$ cat src/rtl/pong_pkg.sv
// pong_pkg: shared state encodings, serve directions and winner codes for the Pong match sequencer
package pong_pkg;
  typedef enum logic [2:0] {
    ST_IDLE  = 3'd0,
    ST_SERVE = 3'd1,
    ST_PLAY  = 3'd2,
    ST_POINT = 3'd3,
    ST_OVER  = 3'd4
  } state_t;
  localparam logic SERVE_RIGHT = 1'b0;
  localparam logic SERVE_LEFT  = 1'b1;
  localparam logic [1:0] WINNER_NONE = 2'b00;
  localparam logic [1:0] WINNER_P1   = 2'b01;
  localparam logic [1:0] WINNER_P2   = 2'b10;
endpackage

$ cat src/rtl/pong_frame_timer.sv
// pong_frame_timer: 8-bit frame down-counter, done on the tick that finds it at zero
module pong_frame_timer (
  input  logic       clk,
  input  logic       rst,
  input  logic       load,
  input  logic       tick,
  input  logic [7:0] value,
  output logic       done
);
  logic [7:0] cnt;
  assign done = tick & (cnt == 8'd0);
  always_ff @(posedge clk) begin
    if (rst) cnt <= 8'd0;
    else if (load) cnt <= value;
    else if (tick && cnt != 8'd0) cnt <= cnt - 8'd1;
  end
endmodule

$ cat src/rtl/pong_game_ctrl.sv
// pong_game_ctrl: match sequencer gating ball/paddles, serving, scoring and declaring a winner
module pong_game_ctrl
  import pong_pkg::*;
#(
  parameter logic [3:0] WIN_SCORE    = 4'd10,
  parameter logic [7:0] SERVE_FRAMES = 8'd60,
  parameter logic [7:0] POINT_FRAMES = 8'd30,
  parameter logic [7:0] BLINK_FRAMES = 8'd15
) (
  input  logic       i_clk,
  input  logic       i_reset,
  input  logic       i_frame_tick,
  input  logic       i_start,
  input  logic [3:0] i_score1,
  input  logic [3:0] i_score2,
  output logic       o_ball_reset,
  output logic       o_ball_run,
  output logic       o_serve_dir,
  output logic       o_paddle_en,
  output logic [2:0] o_state,
  output logic [1:0] o_winner,
  output logic       o_blink
);
  state_t state, state_n;
  logic start_q, start_rise, restart, scored, done, load;
  logic [3:0] copy1, copy2;
  logic [7:0] load_val;
  assign start_rise = i_start & ~start_q;
  assign restart = start_rise & (state == ST_IDLE || state == ST_OVER);
  assign scored = (i_score1 != copy1) | (i_score2 != copy2);
  // timer loaded with N-1 so the N-th tick after entry is the one that ends the wait
  assign load = (state_n != state) | (state == ST_OVER && done);
  assign load_val = state_n == ST_SERVE ? SERVE_FRAMES - 8'd1 :
                    state_n == ST_POINT ? POINT_FRAMES - 8'd1 : BLINK_FRAMES - 8'd1;
  assign o_state = state;
  pong_frame_timer u_timer (
    .clk(i_clk), .rst(i_reset), .load(load), .tick(i_frame_tick), .value(load_val), .done(done)
  );
  always_comb begin
    state_n = ST_IDLE;
    case (state)
      ST_IDLE:  state_n = start_rise ? ST_SERVE : ST_IDLE;
      ST_SERVE: state_n = done ? ST_PLAY : ST_SERVE;
      ST_PLAY:  state_n = scored ? ST_POINT : ST_PLAY;
      ST_POINT: state_n = !done ? ST_POINT :
                          (copy1 >= WIN_SCORE || copy2 >= WIN_SCORE) ? ST_OVER : ST_SERVE;
      ST_OVER:  state_n = start_rise ? ST_SERVE : ST_OVER;
      default:  state_n = ST_IDLE;
    endcase
  end
  always_ff @(posedge i_clk) begin
    if (i_reset) begin
      state        <= ST_IDLE;
      start_q      <= 1'b0;
      copy1        <= 4'd0;
      copy2        <= 4'd0;
      o_ball_reset <= 1'b0;
      o_ball_run   <= 1'b0;
      o_serve_dir  <= SERVE_RIGHT;
      o_paddle_en  <= 1'b0;
      o_winner     <= WINNER_NONE;
      o_blink      <= 1'b0;
    end else begin
      state        <= state_n;
      start_q      <= i_start;
      o_ball_reset <= restart;
      o_ball_run   <= state_n == ST_PLAY;
      o_paddle_en  <= state_n == ST_SERVE || state_n == ST_PLAY || state_n == ST_POINT;
      if (restart) begin
        copy1       <= 4'd0;
        copy2       <= 4'd0;
        o_serve_dir <= SERVE_RIGHT;
        o_winner    <= WINNER_NONE;
        o_blink     <= 1'b0;
      end else if (state == ST_PLAY && scored) begin
        copy1       <= i_score1;
        copy2       <= i_score2;
        o_serve_dir <= (i_score1 != copy1) ? SERVE_LEFT : SERVE_RIGHT;
      end else if (state == ST_POINT && done) begin
        o_winner <= copy1 >= WIN_SCORE ? WINNER_P1 : copy2 >= WIN_SCORE ? WINNER_P2 : WINNER_NONE;
      end else if (state == ST_OVER && done) begin
        o_blink <= ~o_blink;
      end
    end
  end
endmodule

$ cat config.mk
export PLATFORM = sky130hd
export DESIGN_NAME = pong_game_ctrl
export DESIGN_NICKNAME = d
export VERILOG_FILES = /design/src/rtl/pong_pkg.sv /design/src/rtl/pong_frame_timer.sv /design/src/rtl/pong_game_ctrl.sv
export SDC_FILE = /design/constraint.sdc
export NUM_CORES = 1
export LEC_CHECK = 0
export ABC_AREA = 1
export CAP_MARGIN = 20
export CORE_MARGIN = 10
export CORE_UTILIZATION = 54
export CTS_CLUSTER_SIZE = 40
export DETAILED_ROUTE_END_ITERATION = 10
export PLACE_DENSITY = 0.83
export SLEW_MARGIN = 20
export SYNTH_ARGS = -nofsm -noshare
export SYNTH_HDL_FRONTEND = slang
export SYNTH_HIERARCHICAL = 1
export SYNTH_SLANG_ARGS = --single-unit
$ cat constraint.sdc
create_clock -name i_clk -period 5.9 [get_ports i_clk]
set_input_delay 0.59 -clock i_clk [delete_from_list [all_inputs] [get_ports i_clk]]
set_output_delay 0.59 -clock i_clk [all_outputs]
set_load 0.02 [all_outputs]
# Word level (Yosys, flattened, before mapping)
# Index checks and enable logic that the tools add are counted.
dict set report classes {
  magnitude_cmp 2
  addsub 1
  n_eq_ne 10
  n_mul 0
  div 0
  n_reduce_logical 15
  bitwise 9
  mux 14
  shift 0
}
# op n
set ops {}
lappend ops {{2-to-1 mux 8 bit} 2}
lappend ops {{case mux 3 bit (5 select lines)} 1}
lappend ops {{equality test 3 x 2 -> 1 bit, second input constant} 4}
lappend ops {{2-to-1 mux 3 bit} 3}
lappend ops {{>= comparator 4 bit, second input constant} 2}
lappend ops {{zero test 8 bit} 1}
lappend ops {{inequality test 4 bit} 2}
lappend ops {{nonzero test 8 bit} 1}
lappend ops {{subtractor 8 x 1 -> 8 bit, second input constant} 1}
lappend ops {{equality test 3 x 1 -> 1 bit, second input constant} 2}
lappend ops {{2-to-1 mux 2 bit} 3}
lappend ops {{2-to-1 mux 6 bit} 1}
lappend ops {{2-to-1 mux 5 bit} 1}
lappend ops {{logical AND 1 bit} 4}
lappend ops {{logical OR 1 bit} 4}
lappend ops {{NOT 1 bit} 4}
lappend ops {{AND 1 bit} 3}
lappend ops {{equality test 3 bit, second input constant} 1}
lappend ops {{zero test 3 bit} 1}
lappend ops {{2-to-1 mux 1 bit} 3}
lappend ops {{inequality test 3 bit} 1}
lappend ops {{AND reduction 3 bit} 1}
lappend ops {{OR 1 bit} 2}
lappend ops {{AND reduction 2 bit} 1}
lappend ops {{other kinds (2)} 2}
dict set report word_totals {
  elab_cells 62
  mem_bits_rw 0
  output_inout_bits 10
  memories 0
  regBits 27
  latch_bits 0
  mem_bits_ro 0
  inputBits 12
}

# Logic depth before layout (Yosys ltp)
dict set report logic_depth {
  ltp_word 9
  ltp_mapped 18
  ltp_nobuf 18
}

# By module
# Netlist, hierarchy kept.
# mod seq_area_each_um2 cells_per_inst n_inst area_each_um2
set by_module_without_submodules {}
lappend by_module_without_submodules {pong_game_ctrl 380.4 168 1 1023.5}
lappend by_module_without_submodules {pong_frame_timer 160.2 101 1 601.8}

# Least setup slack after synthesis
# No wires, ideal clock.
dict set report synth_timing {
  path_kind {register to register}
  start {reg u_timer.cnt[0]}
  end {reg u_timer.cnt[4]}
  required_ps 5790
  arrival_time_ps 2328
  path_stages_with_launch 19
  setup_slack_ps 3462
  period_less_slack_ps 2438
  setup_ps 110
  n_path_buf 1
  path_cell_list {dfxtp_1 > inv_1 > ha_1 > nand2_2 > inv_2 > nand3_1 > nor3b_1 > inv_1 > o21ai_0 > nand3_1 > nand3_1 > nor2_1 > nand2_1 > inv_2 > buf_2 > o21ai_0 > nand2_1 > inv_1 > nor2_2}
}
dict set report synth_between {
  word_cells_on_any_way 18
  classes_between {1 x add/sub; 3 x eq/ne; 7 x mux; 2 x bitwise; 5 x reduce/logical}
}
# item line
set synth_lines {}
lappend synth_lines {{from (decl)} pong_frame_timer.sv:10} ;# logic [7:0] cnt;
lappend synth_lines {{from (signal assigned)} pong_frame_timer.sv:14} ;# else if (load) cnt <= value;
lappend synth_lines {{from (signal assigned)} pong_frame_timer.sv:15} ;# else if (tick && cnt != 8'd0) cnt <= cnt - 8'd1;
lappend synth_lines {{zero test 8 bit (*)} pong_frame_timer.sv:11} ;# assign done = tick & (cnt == 8'd0);
lappend synth_lines {{AND 1 bit (*)} pong_frame_timer.sv:11}
lappend synth_lines {{via done} pong_game_ctrl.sv:25} ;# logic start_q, start_rise, restart, scored, done, load;
lappend synth_lines {{2-to-1 mux 3 bit / 2-to-1 mux 2 bit (equally long branches)} {pong_game_ctrl.sv:45, pong_game_ctrl.sv:43}}
lappend synth_lines {{case mux 3 bit (5 select lines)} pong_game_ctrl.sv:41} ;# case (state)
lappend synth_lines {{inequality test 3 bit} pong_game_ctrl.sv:32} ;# assign load = (state_n != state) | (state == ST_OVER && done);
lappend synth_lines {{OR 1 bit (*)} pong_game_ctrl.sv:32}
lappend synth_lines {{via load} pong_game_ctrl.sv:25}
lappend synth_lines {{2-to-1 mux 8 bit / nonzero test 2 bit (equally long branches)} --}
# The timed path passes the listed nets; every way through them passes the cells marked *. The select of a mux whose other input is x is not followed.
# A chain may end at the register's enable or synchronous reset.

# Worst setup path after layout
dict set report layout_timing {
  start {reg u_timer.cnt[0]}
  end {reg u_timer.cnt[7]}
}
# The elaborated chain is that of the path after synthesis.

==> run_results.csv <==
group,metric,value,unit
grt,grt_max_degree,20,
timing,setup_viol,0,
power,leakage,0.941,nW
worst_setup_path,path_delay_family,"simple AND/OR/NAND/NOR gates",
clocking,cts_hold_buffers,0,
drt,vias_per_cell,4.83,
worst_setup_path,crit_path_start_kind,"register",
grt,grt_pass1_vias,1327,
grt,grt_pass1_wl,5.68,mm
worst_setup_path,critical_path_buf_inv_count,5,
finish,layout.nets,307,
worst_setup_path,path_class,"reg -> reg",
finish,layout-area-overhead-vs-synth,16.2,%
timing,post-route-period-util,0.498,
power,ir_drop,0.000236,V
drt,dr.pass1.iters,4,
timing,skew,0.00442,ns
clocking,cts-buffers-inserted,3,
yosys,syn_inst,269,
drt,routed_wl,3.31,mm
yosys,synth_top_area_frac,0.333,
yosys,synth.most_common_cell,"nand2_1",
worst_setup_path,critPathSlowestCell,"nor3b_1",
hold_path,worstHoldStart,"o_blink$_SDFFE_PP0P_",
grt,antenna_found_initial,0,
worst_setup_path,end_kind,"register",
clocking,cts_tree,"yes",
clocking,cts_buffer_depth,2,
power,cellPowerDensity,303,nW/um^2
floorplanning,die_h,74.9,um
clocking,clkTransAtPathRegs,0.14,ns
clocking,cts_resized,0,
timing,relSlewSlack,0.496,
worst_setup_path,r2r_setup_slack,2.96,ns
floorplanning,core,2830,um^2
yosys,netlist_area,1630,um^2
yosys,synthFlopType,"dfxtp_1",
finish,finalInstanceArea,1890,um^2
placement,gp_congestion,0.912,
floorplanning,start_util,0.575,
placement,portBuffers,21,
clocking,cts_max_level,1,
hold_path,hold_class,"reg -> reg",
clocking,cts_setup_buffers,0,
worst_setup_path,reg2reg_to,"u_timer/cnt[7]$_SDFFE_PP0P_",
placement,dpl_cell_area,1860,um^2
worst_setup_path,crit_required,6.14,ns
timing,tns,0,ns
worst_setup_path,crit_fanout,15,
drt,wl_per_cell,10.2,um
timing,slew_viol_final,0,
worst_setup_path,cpPeakStageDelay,0.64,ns
timing,rsz0062_at_grt,"false",
flow_run,cap_violations,0,
placement,dp_hpwl,2.55,mm
floorplanning,dieArea,5600,um^2
finish,drive_gt1_frac,0.102,
yosys,synth_top_area_cell,"dfxtp_1",
timing,whs,0.478,ns
yosys,yosysWarnings,6,
hold_path,min_to,"o_blink$_SDFFE_PP0P_",
clocking,clock_latency,0.32,ns
floorplanning,fp.dieW,74.9,um
run_status,run_status,"completed",
timing,fmax,0.340,GHz
yosys,synth-edff-count,0,
floorplanning,io_pins,22,
grt,grt_overflow,0,
yosys,synth_cell_type_count,28,
worst_setup_path,startpoint,"u_timer/cnt[0]$_SDFFE_PP0P_",
drt,drtIter0Drc,111,
yosys,yosys-top-cells-count,"nand2_1, nor2_1, inv_1, dfxtp_1, nand3_1",
hold_path,hold_path_depth,2,
floorplanning,row_count,19,
clocking,numClockSinks,27,
worst_setup_path,r2r_cells,18,
worst_setup_path,crit_path_cell_trace,"inv_1 -> ha_1 -> nand2_2 -> inv_2 -> nand3_1 -> nor3b_1 -> inv_1 -> o21ai_0 -> nand3_1 -> nand3_1 -> nor2_1 -> nand2_1 -> inv_2 -> or2_2 -> nand2_1 -> nand2_1 -> inv_1 -> nor2_1",
yosys,syn_area_per_cell,6.04,um^2
drt,post-route-drc-count,0,
yosys,async_flop_share,0,
yosys,synth_area_leaders,"dfxtp_1, nand2_1, nor2_1",
drt,via_count,1566,
yosys,synth_seq_cells,27,
clocking,root_buffer,"clkbuf_4",
yosys,synth_seq_area_share,0.333,
timing,min_period,2.94,ns
timing,hold_viol_final,0,
drt,ant_nets,0,
timing,tightestPinTransition,0.754,ns
worst_setup_path,r2r_start,"u_timer/cnt[0]$_SDFFE_PP0P_",
worst_setup_path,cp_data_arrival_time,3.18,ns
finish,diodes,0,
grt,grtUsageTotal,0.124,
[worst max-delay path by stage]
stage | endpoint | depth (start not counted)
after floorplan | u_timer/cnt[4]$_SDFFE_PP0P_ | 18
after global placement | u_timer/cnt[7]$_SDFFE_PP0P_ | 14
after detailed placement | u_timer/cnt[7]$_SDFFE_PP0P_ | 14
after CTS | u_timer/cnt[7]$_SDFFE_PP0P_ | 18
after global routing | u_timer/cnt[2]$_SDFFE_PP0P_ | 15
final | u_timer/cnt[7]$_SDFFE_PP0P_ | 18
[power breakdown]
group	switching (W)	total, W	internal [W]
sequential	0.0000283	0.000237	0.000208
clock	0.0000519	0.0000784	0.0000265
combinational	0.000161	0.000257	0.0000953
[final cells by class]
class                           count  area [um^2]
Sequential cell                    27          541
Clock buffer                        4         26.3
Multi-Input combinational cell    192          888
Fill cell                         283          941
Tap cell                           31         38.8
Inverter                           49          184
Timing Repair Buffer               21          210
[logic make-up after synthesis]
logic type	share of synthesized area
flops	0.333
fa+ha+maj	0.00770
buf+inv	0.123
xor+xnor	0.0108
compound gates	0.0847
other cells	0.00462
simple gates	0.436
[metal layers]
layer	part of all wire	up-vias	global-route usage
li1	-	849	-
met1	0.53	678	0.173
met2	0.38	34	0.178
met3	0.070	5	0.0342
met4	0.014	0	0.0441
met5	0	-	0
[flip-flops by register name, indices dropped and copies added (netlist names)]
| name | flops |
|---|---|
| copy1 | 4 |
| copy2 | 4 |
| o_ball_reset | 1 |
| o_ball_run | 1 |
| o_blink | 1 |
| o_paddle_en | 1 |
| o_serve_dir | 1 |
| o_state | 3 |
| o_winner | 2 |
| start_q | 1 |
| u_timer/cnt | 8 |
[worst register-to-register path, cell delays in order (launching register included)]
cell     delay [ns]
dfxtp_1        0.37
inv_1          0.09
ha_1           0.25
nand2_2        0.09
inv_2          0.08
nand3_1        0.09
nor3b_1        0.64
inv_1          0.10
o21ai_0        0.23
nand3_1        0.11
nand3_1        0.07
nor2_1         0.04
nand2_1        0.10
inv_2          0.13
or2_2          0.29
nand2_1        0.06
nand2_1        0.05
inv_1          0.05
nor2_1         0.03
[per-stage QoR]
stage	std cells	utilization	setup WS, ns	power [W]
6_report	324	0.667	2.96	0.000572
5_1_grt	324	0.667	2.62	0.000625
4_1_cts	324	0.667	3.02	0.000573
3_5_place_dp	320	0.658	2.78	0.000493
3_3_place_gp	320	0.658	2.88	0.000493
2_1_floorplan	270	-	3.46	0.000437
[cells in the final DEF, fill, tap and decap left out]
cell	Yosys	layout
clkbuf_4	0	3
o21bai_2	1	1
nand2_1	79	79
xor2_1	2	2
o21ai_0	9	9
or2_1	1	1
nor2_1	52	52
nand3_2	1	1
or2_2	1	1
a31oi_1	1	1
o21bai_4	1	1
a21oi_2	1	1
clkbuf_1	0	1
inv_2	8	8
nor3_2	1	1
nand2_4	4	4
a211oi_1	1	1
nor3b_1	1	1
nand3_1	14	14
nor2_2	5	5
clkdlybuf4s50_1	0	21
nand4_1	1	1
a21oi_1	5	5
inv_1	41	41
ha_1	1	1
nand2_2	4	4
o21ai_1	3	3
dfxtp_1	27	27
conb_1	2	3
Note: power is estimated with default switching activity, not from simulation.
